## config.mk

```make
export PLATFORM = sky130hd
export DESIGN_NAME = eth_fcs_check
export DESIGN_NICKNAME = d
export VERILOG_FILES = /design/src/rtl/eth_fcs_check_pkg.sv /design/src/rtl/crc32_d8_step.sv /design/src/rtl/eth_fcs_check.sv
export SDC_FILE = /design/constraint.sdc
export NUM_CORES = 1
export LEC_CHECK = 0
export BUFFER_PORTS_ARGS = -buffer_cell sky130_fd_sc_hd__buf_2
export CAP_MARGIN = 5
export CORE_ASPECT_RATIO = 1.75
export CORE_MARGIN = 8
export CORE_UTILIZATION = 53
export DETAILED_ROUTE_END_ITERATION = 10
export MAX_ROUTING_LAYER = met4
export PLACE_DENSITY_LB_ADDON = 0.25
export SLEW_MARGIN = 5
export SYNTH_ARGS = -nofsm -noshare
export SYNTH_HDL_FRONTEND = slang
export SYNTH_HIERARCHICAL = 1
export SYNTH_SLANG_ARGS = --single-unit
```

## constraint.sdc

```tcl
create_clock -name clk -period 2.76 [get_ports clk]
set_input_delay 0.138 -clock clk [delete_from_list [all_inputs] [get_ports clk]]
set_output_delay 0.138 -clock clk [all_outputs]
set_load 0.02 [all_outputs]
```

## src/rtl/eth_fcs_check_pkg.sv

```systemverilog
// Shared constants and types for the Ethernet FCS checker
// and its reusable CRC-32 byte step.
package eth_fcs_check_pkg;

    localparam int unsigned FCS_BYTES     = 4;
    localparam logic [31:0] CRC32_INIT    = 32'hFFFF_FFFF;
    localparam logic [31:0] CRC32_RESIDUE = 32'hDEBB_20E3;
    localparam logic [31:0] CRC32_POLY    = 32'hEDB8_8320;

    typedef logic [7:0] byte_t;
    typedef logic [2:0] fill_t;

endpackage

```

## src/rtl/crc32_d8_step.sv

```systemverilog
// Combinational IEEE 802.3 CRC-32 (reflected) advance by one byte.
// Shared between the receive checker and the transmit generator.
module crc32_d8_step
    import eth_fcs_check_pkg::*;
(
    input  logic [31:0] crc,
    input  byte_t       data,
    output logic [31:0] crc_next
);

    always_comb begin
        crc_next = crc ^ {24'h0, data};
        for (int i = 0; i < 8; i++) begin
            if (crc_next[0]) begin
                crc_next = (crc_next >> 1) ^ CRC32_POLY;
            end else begin
                crc_next = crc_next >> 1;
            end
        end
    end

endmodule

```

## src/rtl/eth_fcs_check.sv

```systemverilog
// Ethernet FCS checker: holds the trailing 4 bytes back, strips the FCS
// and flags the last payload beat when the CRC residue is wrong.
module eth_fcs_check
    import eth_fcs_check_pkg::*;
(
    input  logic       clk,
    input  logic       sreset,
    output logic       in_axis_tready,
    input  logic       in_axis_tvalid,
    input  logic       in_axis_tlast,
    input  logic [7:0] in_axis_tdata,
    input  logic       out_axis_tready,
    output logic       out_axis_tvalid,
    output logic       out_axis_tlast,
    output logic [7:0] out_axis_tdata,
    output logic       out_axis_tuser,
    output logic       fcs_ok,
    output logic       fcs_err,
    output logic       runt
);

    localparam fill_t FULL = fill_t'(FCS_BYTES);

    logic [FCS_BYTES-1:0][7:0] hold;
    fill_t       count;
    logic [31:0] crc;
    logic [31:0] crc_next;
    logic        steady;
    logic        accept;
    logic        good;

    crc32_d8_step u_crc (
        .crc      (crc),
        .data     (in_axis_tdata),
        .crc_next (crc_next)
    );

    assign steady = (count == FULL);
    assign accept = in_axis_tvalid & in_axis_tready;
    assign good   = (crc_next == CRC32_RESIDUE);

    // Once the hold is full the block is a straight wire with a 4-byte skew.
    assign in_axis_tready  = steady ? out_axis_tready : 1'b1;
    assign out_axis_tvalid = steady & in_axis_tvalid;
    assign out_axis_tdata  = hold[FCS_BYTES-1];
    assign out_axis_tlast  = steady & in_axis_tlast;
    assign out_axis_tuser  = steady & in_axis_tlast & ~good;

    always_ff @(posedge clk) begin
        fcs_ok  <= 1'b0;
        fcs_err <= 1'b0;
        runt    <= 1'b0;
        if (sreset) begin
            count <= '0;
            crc   <= CRC32_INIT;
        end else if (accept) begin
            hold <= {hold[FCS_BYTES-2:0], in_axis_tdata};
            if (in_axis_tlast) begin
                count   <= '0;
                crc     <= CRC32_INIT;
                fcs_ok  <= steady & good;
                fcs_err <= steady & ~good;
                runt    <= ~steady;
            end else begin
                crc <= crc_next;
                if (!steady) begin
                    count <= count + 1'b1;
                end
            end
        end
    end

endmodule

```

==> results_dict.tcl, run 1 <==
set metrics [dict create \
    post-route-util 0.663 \
    die_h_um 121 \
    placed_area_um2 3550 \
    hold_viol 0 \
    slew_headroom 0.732 \
    min_path_type "primary input to flip-flop" \
    arrival_ps 2640 \
    synth_flop_cell "dfxtp_1" \
    vias 2001 \
    synth_area_per_cell_um2 15.0 \
    synth_most_common_cell "dfxtp_1" \
    netlist.area_leader.share 0.289 \
    reg2reg_to "fcs_ok" \
    drc 0 \
    r2r_cells 7 \
    setup_viol 1 \
    cts.htree.levels 3 \
    violations "negative setup slack" \
    grt_pass1_wl_um 10800 \
    leakage_nw 1.63 \
    die_area_um2 9170 \
    syn_nets 237 \
    initial_core_util 0.543 \
    synth_area_leaders "edfxtp_1 (29%), dfxtp_1 (23%), o22a_1 (8.4%)" \
    hold_path_end "count[2]" \
    design_area_um2 4070 \
    synth_cells 222 \
    clk_latency_ps 340 \
    gr-usage-all-layers 0.162 \
    grt_pass1_vias 2084 \
    slew_viol_final 0 \
    powerDensity_nw_per_um2 841 \
    gp_congestion 0.871 \
    dp_hpwl_um 4410 \
    synth_largest_area_cell "edfxtp_1" \
    clockBufferDepth 2 \
    tightestPinTransition_ps 402 \
    fp.coreArea_um2 6130 \
    clock-sinks 70 \
    r2r_setup_slack_ps 440 \
    ant_nets 0 \
    cts_root_buf "clkbuf_8" \
    synth-seq-area-share 0.517 \
    grt_overflow_total 0 \
    async_reset_ff_frac 0 \
    n_antenna_cell 0 \
    pre_cts_slack_ps 13.0 \
    irDropWorstVdd_mv 0.403 \
    min_from "sreset" \
    timing.final.ws_setup_ps -16.9 \
    post-route-min-period_ps 2780 \
    worstSetupStartpointType "flip-flop" \
    drt_wl_total_um 6850 \
    cp.required_ps 2620 \
    synth-seq-cells 70 \
    vias_per_cell 5.53 \
    finalCritPeriodShare 1.01 \
    synth_commonest_cells "dfxtp_1 (38), edfxtp_1 (32), o22a_1 (32), xnor2_1 (26), xnor3_1 (11)" \
    tns_ps -16.9 \
    end_kind "output port" \
    die_w_um 75.9 \
    rsz0062_at_grt "yes" \
    cts_tree "done" \
    grt_max_degree 35 \
    cts_buffers 9 \
    wl_per_cell_um 18.9 \
    synth-edff-count 32 \
    synth_cell_types 38 \
    clk_pin_slew_worst_paths_ps 70 \
    boundaryPins 28 \
    antenna_found_initial 0 \
    worstPathMaxFanout 3 \
    r2r-start "crc[0]" \
    nFillCells 421 \
    finClkSkew_ps 10.4 \
    drive_gt1_frac 0.383 \
    portBuffers 27 \
    status "complete, but fails checks" \
    max_freq_mhz 360 \
    ys_warn_count 6 \
    num_rows 38 \
    syn2layout_area_growth_pct 22.1 \
    dr.first_iter.drc_count 117 \
    max_cap_violations 0 \
    drt_first_pass_iters 4 \
    critical_path_class "flip-flop to output port" \
    whs_path_depth 2 \
    syn_area_um2 3330 \
    final_nets 293 \
]
==> placed cells by master, fill, tap and decap left out, drive strengths merged <==
cell    count
inv         4
clkbuf     13
xor3        6
edfxtp     32
o22a       32
a21oi       3
and4b       2
nor2b       1
xor2        7
xnor2      38
nor4bb      1
nor4        4
or3         2
nand4b      2
o21ai       3
dfxtp      38
nand4       3
nand3       2
and2        1
xnor3      12
nand2b      1
nand2       3
or2         1
clkinv      2
and3        3
ha          2
buf        60
nor2        4
==> per-stage QoR <==
stage / power (mW) / hold slack (ps) / instances
after floorplan: 2.18 / 207 / 222
after global placement: 2.46 / 370 / 326
after detailed placement: 2.47 / 370 / 326
after CTS: 3.39 / 29.3 / 362
after global routing: 3.57 / 41.0 / 362
final: 3.42 / 47.5 / 362
==> per-layer routing <==
metal  vias to the layer above  GRT usage  routed length, um  share of wire
li1                        924          -                  -              -
met1                       986      0.145               2400           0.35
met2                        62      0.279               3710           0.54
met3                        29     0.0482                329          0.048
met4                         0      0.130                414          0.060
met5                         -          -                  0              0
==> power by group <==
part	switching, mW	internal (mW)
clock	0.344	0.319
combinational	0.662	0.844
sequential	0.0674	1.18
total	1.07	2.34
==> logic make-up (layout without fill, tap and decap cells) <==
kind of cell | count (synthesis) | count (layout) | share of synthesized area
AOI/OAI and AO/OA | 38 | 38 | 0.0943
xor gates and xnor gates | 63 | 63 | 0.286
adders and majority gates | 2 | 2 | 0.00751
buffers and inverters | 19 | 79 | 0.0376
DFF | 70 | 70 | 0.517
and+or+nand+nor | 30 | 30 | 0.0579
==> how the worst max path moves through the flow <==
stage | endpoint | cells after the start | slack [ps] | startpoint
4_1_cts | out_axis_tuser | 9 | -40 | crc[2]
6_report | out_axis_tuser | 8 | -20 | crc[0]
3_3_place_gp | out_axis_tuser | 8 | 30 | crc[2]
5_1_grt | out_axis_tuser | 9 | -160 | crc[6]
2_1_floorplan | hold[0] | 5 | 160 | count[0]
3_5_place_dp | out_axis_tuser | 8 | 10 | crc[2]
==> worst max-delay path: stages (launching register included) <==
cell     delay, ps
dfxtp_2        360
xnor2_4        240
buf_4          170
xnor3_2        460
nor4_4         320
nand4_1        170
nor4_4         330
nor2_1          70
buf_2          160
==> layout make-up <==
| class | instances | area (um^2) | area share |
|---|---|---|---|
| Sequential cell | 70 | 1730 | 0.426 |
| Multi-Input combinational cell | 133 | 1640 | 0.402 |
| Timing Repair Buffer | 60 | 435 | 0.107 |
| Clock buffer | 13 | 139 | 0.0342 |
| Tap cell | 80 | 100 | 0.0246 |
| Inverter | 4 | 15.0 | 0.00369 |
| Clock inverter | 2 | 10.0 | 0.00246 |
==> sequential cells by signal, summed over array words and instances (netlist names) <==
register / flops
count: 3
crc: 32
fcs_err: 1
fcs_ok: 1
hold: 24
out_axis_tdata: 8
runt: 1
==> what timing repair did <==
item	CTS	global route
gates resized for setup	27	3
cloned	0	0
hold buffers	0	0
pin swaps	18	2
buffers inserted	21	0
endpoints found under the setup margin	1	1
endpoints found under the hold margin	0	0
Power figures use the tool's default switching activity.
==> run 2: changes to the inputs <==
--- a/config.mk
+++ b/config.mk
@@ -8,9 +8,10 @@
 export BUFFER_PORTS_ARGS = -buffer_cell sky130_fd_sc_hd__buf_2
 export CAP_MARGIN = 5
 export CORE_ASPECT_RATIO = 1.75
-export CORE_MARGIN = 8
+export CORE_MARGIN = 5
 export CORE_UTILIZATION = 53
 export DETAILED_ROUTE_END_ITERATION = 10
+export GPL_TIMING_DRIVEN = 0
 export MAX_ROUTING_LAYER = met4
 export PLACE_DENSITY_LB_ADDON = 0.25
 export SLEW_MARGIN = 5
==> results_dict.tcl, run 2 (same netlist as run 1, synthesis figures left out) <==
set metrics [dict create \
    status "complete, but fails checks" \
    violations "negative setup slack" \
    reg2reg_to "fcs_ok" \
    design_area_um2 4210 \
    cts_tree "done" \
    drt_wl_total_um 7330 \
    layout_common_cells "buf_4 (41), dfxtp_1 (33), o22a_1 (32), edfxtp_1 (32), buf_2 (27)" \
    power_frac_seq 0.354 \
    slew_headroom 0.445 \
    vias_per_cell 5.47 \
    grt_overflow_total 0 \
    initial_core_util 0.539 \
    tightestPinTransition_ps 831 \
    dp.cells 329 \
    hold_viol 0 \
    end_kind "output port" \
    clk_latency_ps 350 \
    rsz0062_at_grt "yes" \
    largest-register "crc" \
    irDropWorstVdd_mv 0.501 \
    final_nets 310 \
    syn2layout_area_growth_pct 26.5 \
    largest_register_ffs 32 \
    leakage_nw 1.71 \
    setup_viol 1 \
    clockBufferDepth 2 \
    gr-usage-all-layers 0.205 \
    p_sw_mw 1.16 \
    fin_cells 380 \
    die_area_um2 8030 \
    internal-power_mw 2.36 \
    critical_path_class "flip-flop to output port" \
    wl_per_cell_um 19.3 \
    worstSetupStartpointType "flip-flop" \
    arrival_ps 2790 \
    ant_nets 0 \
    die_w_um 69.9 \
    post-route-min-period_ps 2930 \
    r2r_setup_slack_ps 190 \
    swShare 0.331 \
    num_rows 38 \
    max_cap_violations 0 \
    die_h_um 115 \
    max_freq_mhz 341 \
    grt_max_degree 35 \
    cts_buffers 9 \
    slew_viol_final 0 \
    tns_ps -170 \
    post-route-util 0.681 \
    pwr-share-comb 0.432 \
    grt_pass1_vias 2189 \
    gp_congestion 0.859 \
    cp.required_ps 2620 \
    final_common_cell "buf_4" \
    finClkSkew_ps 7.91 \
    finalCritPeriodShare 1.06 \
    min_path_type "primary input to flip-flop" \
    cts_root_buf "clkbuf_8" \
    boundaryPins 28 \
    drc 0 \
    r2r-start "crc[0]" \
    clk_pin_slew_worst_paths_ps 70 \
    antenna_found_initial 0 \
    powerDensity_nw_per_um2 836 \
    dr.first_iter.drc_count 137 \
    clock_power_share 0.214 \
    timing.final.ws_setup_ps -170 \
    worstPathMaxFanout 3 \
    portBuffers 27 \
    clock-sinks 70 \
    r2r_cells 10 \
    vias 2080 \
    hold_path_end "hold[2]" \
    dp_hpwl_um 4410 \
    fp.coreArea_um2 6180 \
    finalHoldWorstSlack_ps 40.1 \
    whs_path_depth 1 \
    grt_pass1_wl_um 11700 \
    min_from "in_axis_tdata[2]" \
    ctsHoldBuffers 0 \
    drt_first_pass_iters 4 \
    n_antenna_cell 0 \
    drive_gt1_frac 0.413 \
    cts.htree.levels 3 \
    placed_area_um2 3570 \
]
run 2: worst max-delay path, stage by stage (launching register included):
cell	delay (ps)
dfxtp_4	370
xnor2_4	180
buf_4	170
buf_4	110
xor2_2	320
xor3_1	370
and4b_1	210
nand4_1	160
nor4_4	300
nor2_1	70
buf_4	160
run 2: routing by layer:
layer	GRT usage	vias up	routed length, um
li1	-	962	-
met1	0.205	1003	2510
met2	0.353	82	4020
met3	0.0612	33	411
met4	0.115	0	379
met5	-	-	0
run 2: how the worst max path moves through the flow:
| stage | from | end | slack, ps | depth (start not counted) |
|---|---|---|---|---|
| global route | crc[0] | out_axis_tuser | -280 | 10 |
| detailed placement | crc[0] | out_axis_tuser | 0.6 | 8 |
| global placement | count[0] | hold[2] | -340 | 5 |
| finish | crc[0] | out_axis_tuser | -170 | 10 |
| CTS | crc[0] | out_axis_tuser | -70 | 9 |
| floorplan | count[0] | hold[0] | 160 | 5 |
run 2: area by class of cell:
| cell class | count | area, um^2 |
|---|---|---|
| plain buffers | 15 | 110 |
| clock buffers | 9 | 124 |
| clock inverters | 7 | 56.3 |
| fillers | 443 | 1970 |
| inverters | 4 | 15.0 |
| multi-input cells | 133 | 1650 |
| flip-flops and latches | 70 | 1730 |
| well taps | 80 | 100 |
| repair buffers | 62 | 420 |
run 2: power groups by stage:
stage                     combinational, mW  clock, mW  sequential (mW)
after global placement                 1.17          0             1.25
after detailed placement               1.17          0             1.26
after CTS                              1.42      0.765             1.25
after floorplan                       0.932          0             1.25
final                                  1.52      0.755             1.25
after global routing                   1.59      0.817             1.25
run 2: stage by stage:
step	worst slack, ps	total power [mW]
detailed placement	0.628	2.43
CTS	-71.0	3.43
global route	-278	3.67
global placement	-340	2.42
finish	-170	3.52
floorplan	161	2.18
run 2: timing repair:
| item | 4_1_cts | 5_1_grt |
|---|---|---|
| setup buffers | 29 | 6 |
| gates resized for setup | 23 | 6 |
| pin swaps | 20 | 8 |
| endpoints found under the setup margin | 1 | 1 |
